## src/rtl/sseg_mux_driver.sv

```systemverilog
// Synchronises and debounces CorrectStation, converts the ADC code to degrees and BCD, and scans the result onto a 7-segment display.
// valid comes 10 cycles after the trigger; there is no backpressure, and a trigger that arrives while busy is dropped.
module sseg_mux_driver #(
    parameter int DIGITS         = 3,
    parameter int ADC_W          = 12,
    parameter int OFFSET         = 23,
    parameter int SCALE_NUM      = 967,
    parameter int SCALE_SHIFT    = 16,
    parameter int STABLE_CYCLES  = 4,
    parameter int SCAN_DIV       = 4,
    parameter int SEG_ACTIVE_LOW = 1
) (
    input  logic              CLK,
    input  logic              RST,
    input  logic              CorrectStation,
    input  logic [ADC_W-1:0]  digitalTemp,
    output logic [7:0]        decimalTemp,
    output logic              valid,
    output logic              busy,
    output logic              display,
    output logic [6:0]        seg,
    output logic [DIGITS-1:0] an
);
    localparam int CNT_W  = $clog2(STABLE_CYCLES + 1);
    localparam int SCAN_W = (SCAN_DIV > 1) ? $clog2(SCAN_DIV) : 1;
    localparam int LIMIT  = (DIGITS >= 3) ? 1000 : (DIGITS == 2) ? 100 : 10;

    typedef enum logic [1:0] {IDLE, SCALE, BCD, DONE} state_t;

    state_t             state, state_nxt;
    logic               sync_a, sync_b;
    logic [CNT_W-1:0]   filt_cnt;
    logic               trig;
    logic [ADC_W-1:0]   raw_r;
    logic [7:0]         bin_r;
    logic [19:0]        dd_r;
    logic [2:0]         it_r;
    logic [7:0]         dec_r;
    logic [11:0]        bcd_disp;
    logic               held;
    logic               disp_r;
    logic [SCAN_W-1:0]  scan_cnt;
    logic [1:0]         dig_idx;

    logic [31:0]        prod;
    logic [31:0]        scaled;
    logic [7:0]         bin_calc;
    logic [19:0]        dd_adj, dd_step;
    logic [3:0]         digit;
    logic               blank;
    logic               overflow;
    logic [6:0]         seg_on;
    logic [DIGITS-1:0]  an_on;

    function automatic logic [6:0] seg7(input logic [3:0] d);
        case (d)
            4'd0: seg7 = 7'h3F;
            4'd1: seg7 = 7'h06;
            4'd2: seg7 = 7'h5B;
            4'd3: seg7 = 7'h4F;
            4'd4: seg7 = 7'h66;
            4'd5: seg7 = 7'h6D;
            4'd6: seg7 = 7'h7D;
            4'd7: seg7 = 7'h07;
            4'd8: seg7 = 7'h7F;
            4'd9: seg7 = 7'h6F;
            default: seg7 = 7'h00;
        endcase
    endfunction

    always_ff @(posedge CLK) begin
        if (RST) begin
            sync_a   <= 1'b0;
            sync_b   <= 1'b0;
            filt_cnt <= '0;
            trig     <= 1'b0;
        end else begin
            sync_a <= CorrectStation;
            sync_b <= sync_a;
            trig   <= 1'b0;
            if (!sync_b) begin
                filt_cnt <= '0;
            end else if (filt_cnt != CNT_W'(STABLE_CYCLES)) begin
                filt_cnt <= filt_cnt + 1'b1;
                trig     <= (filt_cnt == CNT_W'(STABLE_CYCLES - 1));
            end
        end
    end

    always_ff @(posedge CLK) begin
        if (RST) state <= IDLE;
        else     state <= state_nxt;
    end

    always_comb begin
        state_nxt = state;
        case (state)
            IDLE:    if (trig) state_nxt = SCALE;
            SCALE:   state_nxt = BCD;
            BCD:     if (it_r == 3'd7) state_nxt = DONE;
            DONE:    state_nxt = IDLE;
            default: state_nxt = IDLE;
        endcase
    end

    always_comb begin
        prod     = (32'(raw_r) - 32'(OFFSET)) * 32'(SCALE_NUM) + 32'(1 << (SCALE_SHIFT - 1));
        scaled   = prod >> SCALE_SHIFT;
        bin_calc = (32'(raw_r) < 32'(OFFSET)) ? 8'd0 :
                   (scaled > 32'd255)         ? 8'd255 : scaled[7:0];
    end

    // One double-dabble step: add 3 to any BCD nibble >= 5, then shift left.
    always_comb begin
        dd_adj = dd_r;
        for (int k = 0; k < 3; k++) begin
            if (dd_adj[8 + 4*k +: 4] >= 4'd5)
                dd_adj[8 + 4*k +: 4] = dd_adj[8 + 4*k +: 4] + 4'd3;
        end
        dd_step = {dd_adj[18:0], 1'b0};
    end

    // Results are written on the last BCD step so they are already visible while valid is high in DONE.
    always_ff @(posedge CLK) begin
        if (RST) begin
            raw_r    <= '0;
            bin_r    <= '0;
            dd_r     <= '0;
            it_r     <= '0;
            dec_r    <= '0;
            bcd_disp <= '0;
        end else begin
            case (state)
                IDLE:  if (trig) raw_r <= digitalTemp;
                SCALE: begin
                    bin_r <= bin_calc;
                    dd_r  <= {12'd0, bin_calc};
                    it_r  <= '0;
                end
                BCD: begin
                    dd_r <= dd_step;
                    it_r <= it_r + 1'b1;
                    if (it_r == 3'd7) begin
                        dec_r    <= bin_r;
                        bcd_disp <= dd_step[19:8];
                    end
                end
                default: ;
            endcase
        end
    end

    // held remembers that the station has stayed present since the trigger that started this conversion.
    always_ff @(posedge CLK) begin
        if (RST) begin
            held   <= 1'b0;
            disp_r <= 1'b0;
        end else begin
            if (!sync_b)                    held <= 1'b0;
            else if (trig && state == IDLE) held <= 1'b1;
            disp_r <= disp_r ? sync_b
                             : (valid && held && sync_b && filt_cnt == CNT_W'(STABLE_CYCLES));
        end
    end

    always_ff @(posedge CLK) begin
        if (RST) begin
            scan_cnt <= '0;
            dig_idx  <= '0;
        end else if (scan_cnt == SCAN_W'(SCAN_DIV - 1)) begin
            scan_cnt <= '0;
            dig_idx  <= (dig_idx == 2'(DIGITS - 1)) ? 2'd0 : dig_idx + 2'd1;
        end else begin
            scan_cnt <= scan_cnt + 1'b1;
        end
    end

    always_comb begin
        digit    = 4'd0;
        blank    = 1'b1;
        seg_on   = 7'h00;
        an_on    = '0;
        overflow = (32'(dec_r) >= 32'(LIMIT));
        case (dig_idx)
            2'd0: begin digit = bcd_disp[3:0];  blank = 1'b0; end
            2'd1: begin digit = bcd_disp[7:4];  blank = (bcd_disp[11:4] == 8'd0); end
            2'd2: begin digit = bcd_disp[11:8]; blank = (bcd_disp[11:8] == 4'd0); end
            default: blank = 1'b1;
        endcase
        if (disp_r) begin
            an_on  = DIGITS'(1) << dig_idx;
            seg_on = overflow ? 7'h40 : (blank ? 7'h00 : seg7(digit));
        end
    end

    assign decimalTemp = dec_r;
    assign valid       = (state == DONE);
    assign busy        = (state != IDLE);
    assign display     = disp_r;
    assign seg         = (SEG_ACTIVE_LOW != 0) ? ~seg_on : seg_on;
    assign an          = (SEG_ACTIVE_LOW != 0) ? ~an_on  : an_on;
endmodule

```

## config.mk

```make
export PLATFORM = sky130hd
export DESIGN_NAME = sseg_mux_driver
export DESIGN_NICKNAME = d
export VERILOG_FILES = /design/src/rtl/sseg_mux_driver.sv
export SDC_FILE = /design/constraint.sdc
export NUM_CORES = 1
export LEC_CHECK = 0
export BUFFER_PORTS_ARGS = -buffer_cell sky130_fd_sc_hd__buf_2
export CAP_MARGIN = 30
export CORE_UTILIZATION = 35
export DETAILED_ROUTE_END_ITERATION = 8
export HOLD_SLACK_MARGIN = 0.12
export SETUP_SLACK_MARGIN = 0.5
export SYNTH_ARGS = -nofsm -noshare
export SYNTH_HDL_FRONTEND = slang
export SYNTH_SLANG_ARGS = --single-unit
```

## constraint.sdc

```tcl
create_clock -name CLK -period 5.5 [get_ports CLK]
set_input_delay 0.275 -clock CLK [delete_from_list [all_inputs] [get_ports CLK]]
set_output_delay 0.275 -clock CLK [all_outputs]
set_load 0.005 [all_outputs]
```

* Word-level counts from Yosys, hierarchy flattened
Memory sizes are Yosys's and may differ from the RTL's.
Index checks and enable logic that the tools add are counted.
** Word-level totals
- Register bits :: 77
- Bits of input ports :: 15
- Memory bits (read-only) :: 112
- Memories kept :: 1
** Memory list
- (no name shown) :: depth 16, bits a word 7, read ports 1, clocked after memory_dff 0, write ports 0, RTL line 56 : case (d)
** Operators by class
- Bitwise gates (word level) :: 4
- Equal/unequal tests :: 12
- Magnitude comparators :: 5
- Reductions and logical operators :: 16
- Mux-type cells :: 17
- Shifts and indexed selects :: 1
- Multipliers :: 1
- Add/sub/neg operators :: 9
** Operators by type and width (number)
- $pmux W20 S2 :: 1
- $add A24 B17 Y25 const B :: 1
- $mul A13 B11 Y24 const B :: 1
- $gt A16 B8 Y1 const B :: 1
- $mux W8 :: 2
- $mux W7 :: 2
- $sub A12 B5 Y13 const B :: 1
- $ge A4 B3 Y1 const B :: 3
- $lt A12 B5 Y1 const B :: 1
- $pmux W4 S3 :: 1
- $add A4 B2 Y4 const B :: 2
- $eq A2 B2 Y1 const B :: 4
- $logic_not A8 Y1 :: 1
- $mux W4 :: 2
- $pmux W2 S4 :: 1
- $not A7 Y7 :: 1
- $add A3 B1 Y3 const B :: 2
- $eq A3 B3 Y1 const B :: 2
- $mux W2 :: 3
- $mux W3 :: 2
- $pmux W3 S2 :: 1
- $reduce_and A2 Y1 :: 3
- $add A2 B1 Y2 const B :: 2
- $eq A2 B1 Y1 const B :: 2
- 15 further kinds :: 23

* Logic depth before layout (Yosys ltp)
- Depth after elaboration :: 7
- Mapped depth :: 24
- Depth with buffers taken out :: 23

* Worst setup path after synthesis
Ideal clock, no wire load.
- Path kind :: register to register
- From :: reg raw_r[6]
- To :: reg dd_r[4]
- Stages on the path, launching flop included :: 19
- Arrival :: 5.622 ns
- Path slack :: -0.197 ns
- Path through :: dfxtp_1 -> or4_4 -> a2111o_1 -> inv_1 -> ha_1 -> a21o_1 -> fa_1 -> fa_1 -> inv_1 -> fa_1 -> inv_1 -> ha_1 -> clkbuf_1 -> a21oi_1 -> o21ai_0 -> or2_2 -> o211ai_1 -> a21bo_2 -> o22ai_1
** On the way
- Cells in the longest elaborated chain, start to end :: 7
- Elaborated cells between the ends (all ways) :: 8
- Those cells by class :: add/sub (2); mul (1); order compare (2); mux (3)
** Ends and longest elaborated chain
- start, declared :: RTL line 34 : logic [ADC_W-1:0] raw_r;
- start signal, assigned :: RTL line 134 : IDLE: if (trig) raw_r <= digitalTemp;
- $sub A12 B5 Y13 :: RTL line 107 : prod = (32'(raw_r) - 32'(OFFSET)) * 32'(SCALE_NUM) + 32'(1 << (SCALE_SHIFT - 1));
- $mul A13 B11 Y24 :: RTL line 107
- $add A24 B17 Y25 :: RTL line 107
- $gt A16 B8 Y1 :: RTL line 110 : (scaled > 32'd255) ? 8'd255 : scaled[7:0];
- $mux W8 :: RTL line 110
- $mux W8 * :: RTL line 109 : bin_calc = (32'(raw_r) < 32'(OFFSET)) ? 8'd0 :
- $pmux W20 S2 * :: RTL line 133 : case (state)
- end signal, assigned :: RTL line 137 : dd_r <= {12'd0, bin_calc};
- end signal, assigned :: RTL line 141 : dd_r <= dd_step;
- end, declared :: RTL line 36 : logic [19:0] dd_r;
Every way passes the cells marked *; elsewhere a longest branch is shown, timed or not.
A chain may end at the register's enable or synchronous reset.

* Final worst setup path
- From :: reg raw_r[1]
- To :: reg bin_r[3]
** On the way
- Cells in the longest elaborated chain, start to end :: 6
- Elaborated cells between the ends (all ways) :: 7
- Those cells by class :: add/sub (2); mul (1); order compare (2); mux (2)
** Ends and longest elaborated chain
- $sub A12 B5 Y13 :: RTL line 107
- $mul A13 B11 Y24 :: RTL line 107
- $add A24 B17 Y25 :: RTL line 107
- $gt A16 B8 Y1 :: RTL line 110
- $mux W8 :: RTL line 110
- $mux W8 * :: RTL line 109
- end signal, assigned :: RTL line 136 : bin_r <= bin_calc;
- end, declared :: RTL line 35 : logic [7:0] bin_r;
Marks and branches as above.

==> reports/summary.txt <==
Outcome - completed
CTS buffer count - 9
GRT Total Usage - 16.6%
PortBufs - 35
# DRC - 0
Slowest cell on the critical path - fa_1
Endpoints failing setup - 0
Area Overhead vs Synth - 31.6%
Hold path depth - 3
Clock skew - 0.0104 ns
Post-synth ARST share - 0%
GRT overflow - 0
P per Cell Area - 148 mW/mm^2
Post-Layout Cell Count - 1195
Worst VDD drop - 0.000132 V
CP Class - reg -> reg
Most common cell after layout, fill and taps aside - nand2_1
FF/Latch Area - 0.00156 mm^2
WL/cell - 14.2 um
DR pass1 iterations - 4
Final net count - 1080
Post-synth cell types - 64
Max-slew violation count - 0
CP Launch Type - flop
RSZ-0062 raised after global routing - yes
Slew margin rel. - 45.6%
Initial Util - 35.8%
Multi-input gate area - 0.00572 mm^2
Most frequent cells in the layout - nand2_1, inv_1, dfxtp_1
Post-route ant nets - 0
Hold WC Path Type - in -> reg
Sequential-to-total area share from yosys stat - 22.1%
P_int - 1010 uW
Share of cells above drive strength 1 - 28.4%
Ys flop type - dfxtp_1
Global-route wire length before repair - 26900 um
Clk sinks - 77
Core Area - 0.0195 mm^2
Die width - 143 um
Final WS setup - 0.112 ns
R2R cell count - 22
Antenna diodes - 0
Final Hold Vio Count - 0
Cells after Synth - 831
CP bufs+invs - 4
Clock Tree Buf Depth - 2
Placed wire-length estimate - 12800 um
Worst slew pin tran - 0.815 ns
Register share of total power - 42.3%
Number of synthesized register bits - 77
Static leakage - 0.00395 uW
Largest net degree at the start of global routing - 68
Net Sw Power - 347 uW
Maxcap violations - 0
Die area - 0.0205 mm^2
CTS tree - yes
I/O pins - 36
Vias in the first global route - 5567
Post-Synthesis Net Count - 986
Iter 0 DRT Violations - 190
Gate power share - 11.2%
Crit path largest cell delay - 0.49 ns
Pre-CTS setup slack - -0.0449 ns
Crit path cell chain - ha_4 > a21o_4 > a21o_4 > nor3_4 > buf_6 > xor2_4 > ha_4 > xnor2_2 > buf_4 > xor2_4 > fa_1 > fa_1 > inv_1 > fa_1 > inv_2 > ha_4 > a21o_1 > a31oi_4 > mux2_4 > o31a_1 > a32o_2 > a22o_1
Sw Share - 25.6%
Clk_lat worst skew - 0.35 ns
Initial antenna violation count - 0
Number of flops mapped to enable cells by yosys - 0
Yosys Warn Count - 0
CTS H-tree depth - 3
Row Count - 51
Critical path required time - 5.74 ns
Final setup TNS - 0 ns
Die Height - 143 um
Avg Cell Area, Syn - 8.39 um^2
CP Depth - 22
Crit end category - flop
Clock tree root buffer cell - clkbuf_16
FILL cells - 1848
Highest clock rate - 186 MHz
Final Critical Period - 5.39 ns
Crit path DAT - 5.63 ns
Routability Congestion - 0.845
Cell family with most CP delay - adder cells
Clock Pin Slew Worst Setup and Hold Paths - 0.06 ns
Via Count - 5887
Cell area after synthesis - 0.00697 mm^2
Final wirelength - 17000 um
Crit path max fanout - 5
Vias per cell - 4.93
Placed cell count - 1139
Fin crit share - 98.0%
Clock share of power - 46.5%
[logic make-up (layout without fill, tap and decap cells)]
| logic type | count (synthesis) | after routing | share of synthesized area (%) |
|---|---|---|---|
| and+or+nand+nor | 234 | 234 | 15.6 |
| AOI/OAI and AO/OA | 184 | 184 | 17.4 |
| muxes | 13 | 13 | 1.96 |
| DFF | 77 | 77 | 22.1 |
| xor gates and xnor gates | 39 | 39 | 4.90 |
| adders and majority gates | 140 | 140 | 30.2 |
| other | 1 | 1 | 0.0538 |
| buffers and inverters | 143 | 242 | 7.83 |
[layer usage]
metal  up-vias  global-route usage [%]  part of all wire, %
met4         0                    5.94                  2.5
li1       2965                       -                    -
met1      2802                    21.6                   47
met3        36                    2.62                  2.2
met2        84                    27.8                   48
met5         -                       0                    0
[path summary, 6_finish.rpt]
kind,startpoint,endpoint,slack [ns]
worst max-delay path,raw_r[1]$_SDFFE_PP0P_,bin_r[3]$_SDFFE_PP0N_,0.11
worst min-delay path,digitalTemp[0],raw_r[0]$_SDFFE_PP0P_,0.16
worst max register to register,raw_r[1]$_SDFFE_PP0P_,bin_r[3]$_SDFFE_PP0N_,0.11
worst min register to register,scan_cnt[0]$_SDFF_PP0_,scan_cnt[0]$_SDFF_PP0_,0.42
[per-stage QoR]
step,hold WS (ns),instance area [um^2],util [%],power (uW)
detailed placement,0.419,7890,40.5,729
global placement,0.422,7890,40.5,726
finish,0.158,9170,47.1,1360
CTS,0.150,8650,44.4,1360
global route,0.157,9170,47.1,1410
floorplan,0.401,7250,-,688
[Yosys cell counts, types with 5 or more instances]
cell | count | share of area (%)
a21o_1 | 15 | 1.6
nor2_1 | 43 | 2.3
xor2_1 | 22 | 2.8
and2_1 | 6 | 0.54
clkbuf_1 | 23 | 1.2
dfxtp_1 | 77 | 22
nand2b_1 | 13 | 1.2
and3_1 | 5 | 0.45
o22ai_1 | 5 | 0.45
o21ai_0 | 26 | 1.9
xnor2_1 | 17 | 2.1
fa_1 | 47 | 13
nand3_1 | 11 | 0.79
a211oi_1 | 5 | 0.54
a2bb2oi_1 | 6 | 0.75
mux2i_1 | 11 | 1.6
a21oi_1 | 65 | 4.7
a31oi_1 | 14 | 1.3
inv_1 | 114 | 6.1
nand2_1 | 106 | 5.7
nor2b_1 | 15 | 1.3
nor3_1 | 9 | 0.65
ha_1 | 93 | 17
or2_2 | 5 | 0.45
[sequential cells by signal (all words and copies together) (netlist names), 2 cells and up]
name         count
dd_r            20
bcd_disp        12
raw_r           12
bin_r            8
decimalTemp      8
filt_cnt         3
it_r             3
dig_idx          2
scan_cnt         2
state            2
[power groups by stage]
stage                     Sequential (uW)  Combinational (uW)  Clock (uW)
final                                 573                 152         630
after detailed placement              586                 142           0
after global placement                586                 140           0
after floorplan                       583                 105           0
after global routing                  574                 167         671
after CTS                             574                 145         646
[worst register-to-register path: stages, from the launching register on]
cell     delay [ns]
dfxtp_4        0.36
ha_4           0.17
a21o_4         0.23
a21o_4         0.22
nor3_4         0.26
buf_6          0.15
xor2_4         0.19
ha_4           0.24
xnor2_2        0.19
buf_4          0.17
xor2_4         0.15
fa_1           0.45
fa_1           0.49
inv_1          0.05
fa_1           0.48
inv_2          0.04
ha_4           0.23
a21o_1         0.21
a31oi_4        0.17
mux2_4         0.31
o31a_1         0.10
a32o_2         0.25
a22o_1         0.17
[what timing repair did]
item	in CTS	in global routing
setup endpoints to repair	16	16
setup buffers	22	18
hold buffers	0	0
resized for setup	52	72
hold endpoints to repair	0	0
pin swaps	50	54
[layout make-up]
type                            instances  area share, %
Tap cell                              265           3.61
Clock inverter                          5          0.696
Timing Repair Buffer                  112           8.80
Sequential cell                        77           17.0
Multi-Input combinational cell        611           62.4
Clock buffer                           11           2.77
Inverter                              114           4.73
Note: power is estimated with default switching activity, not from simulation.
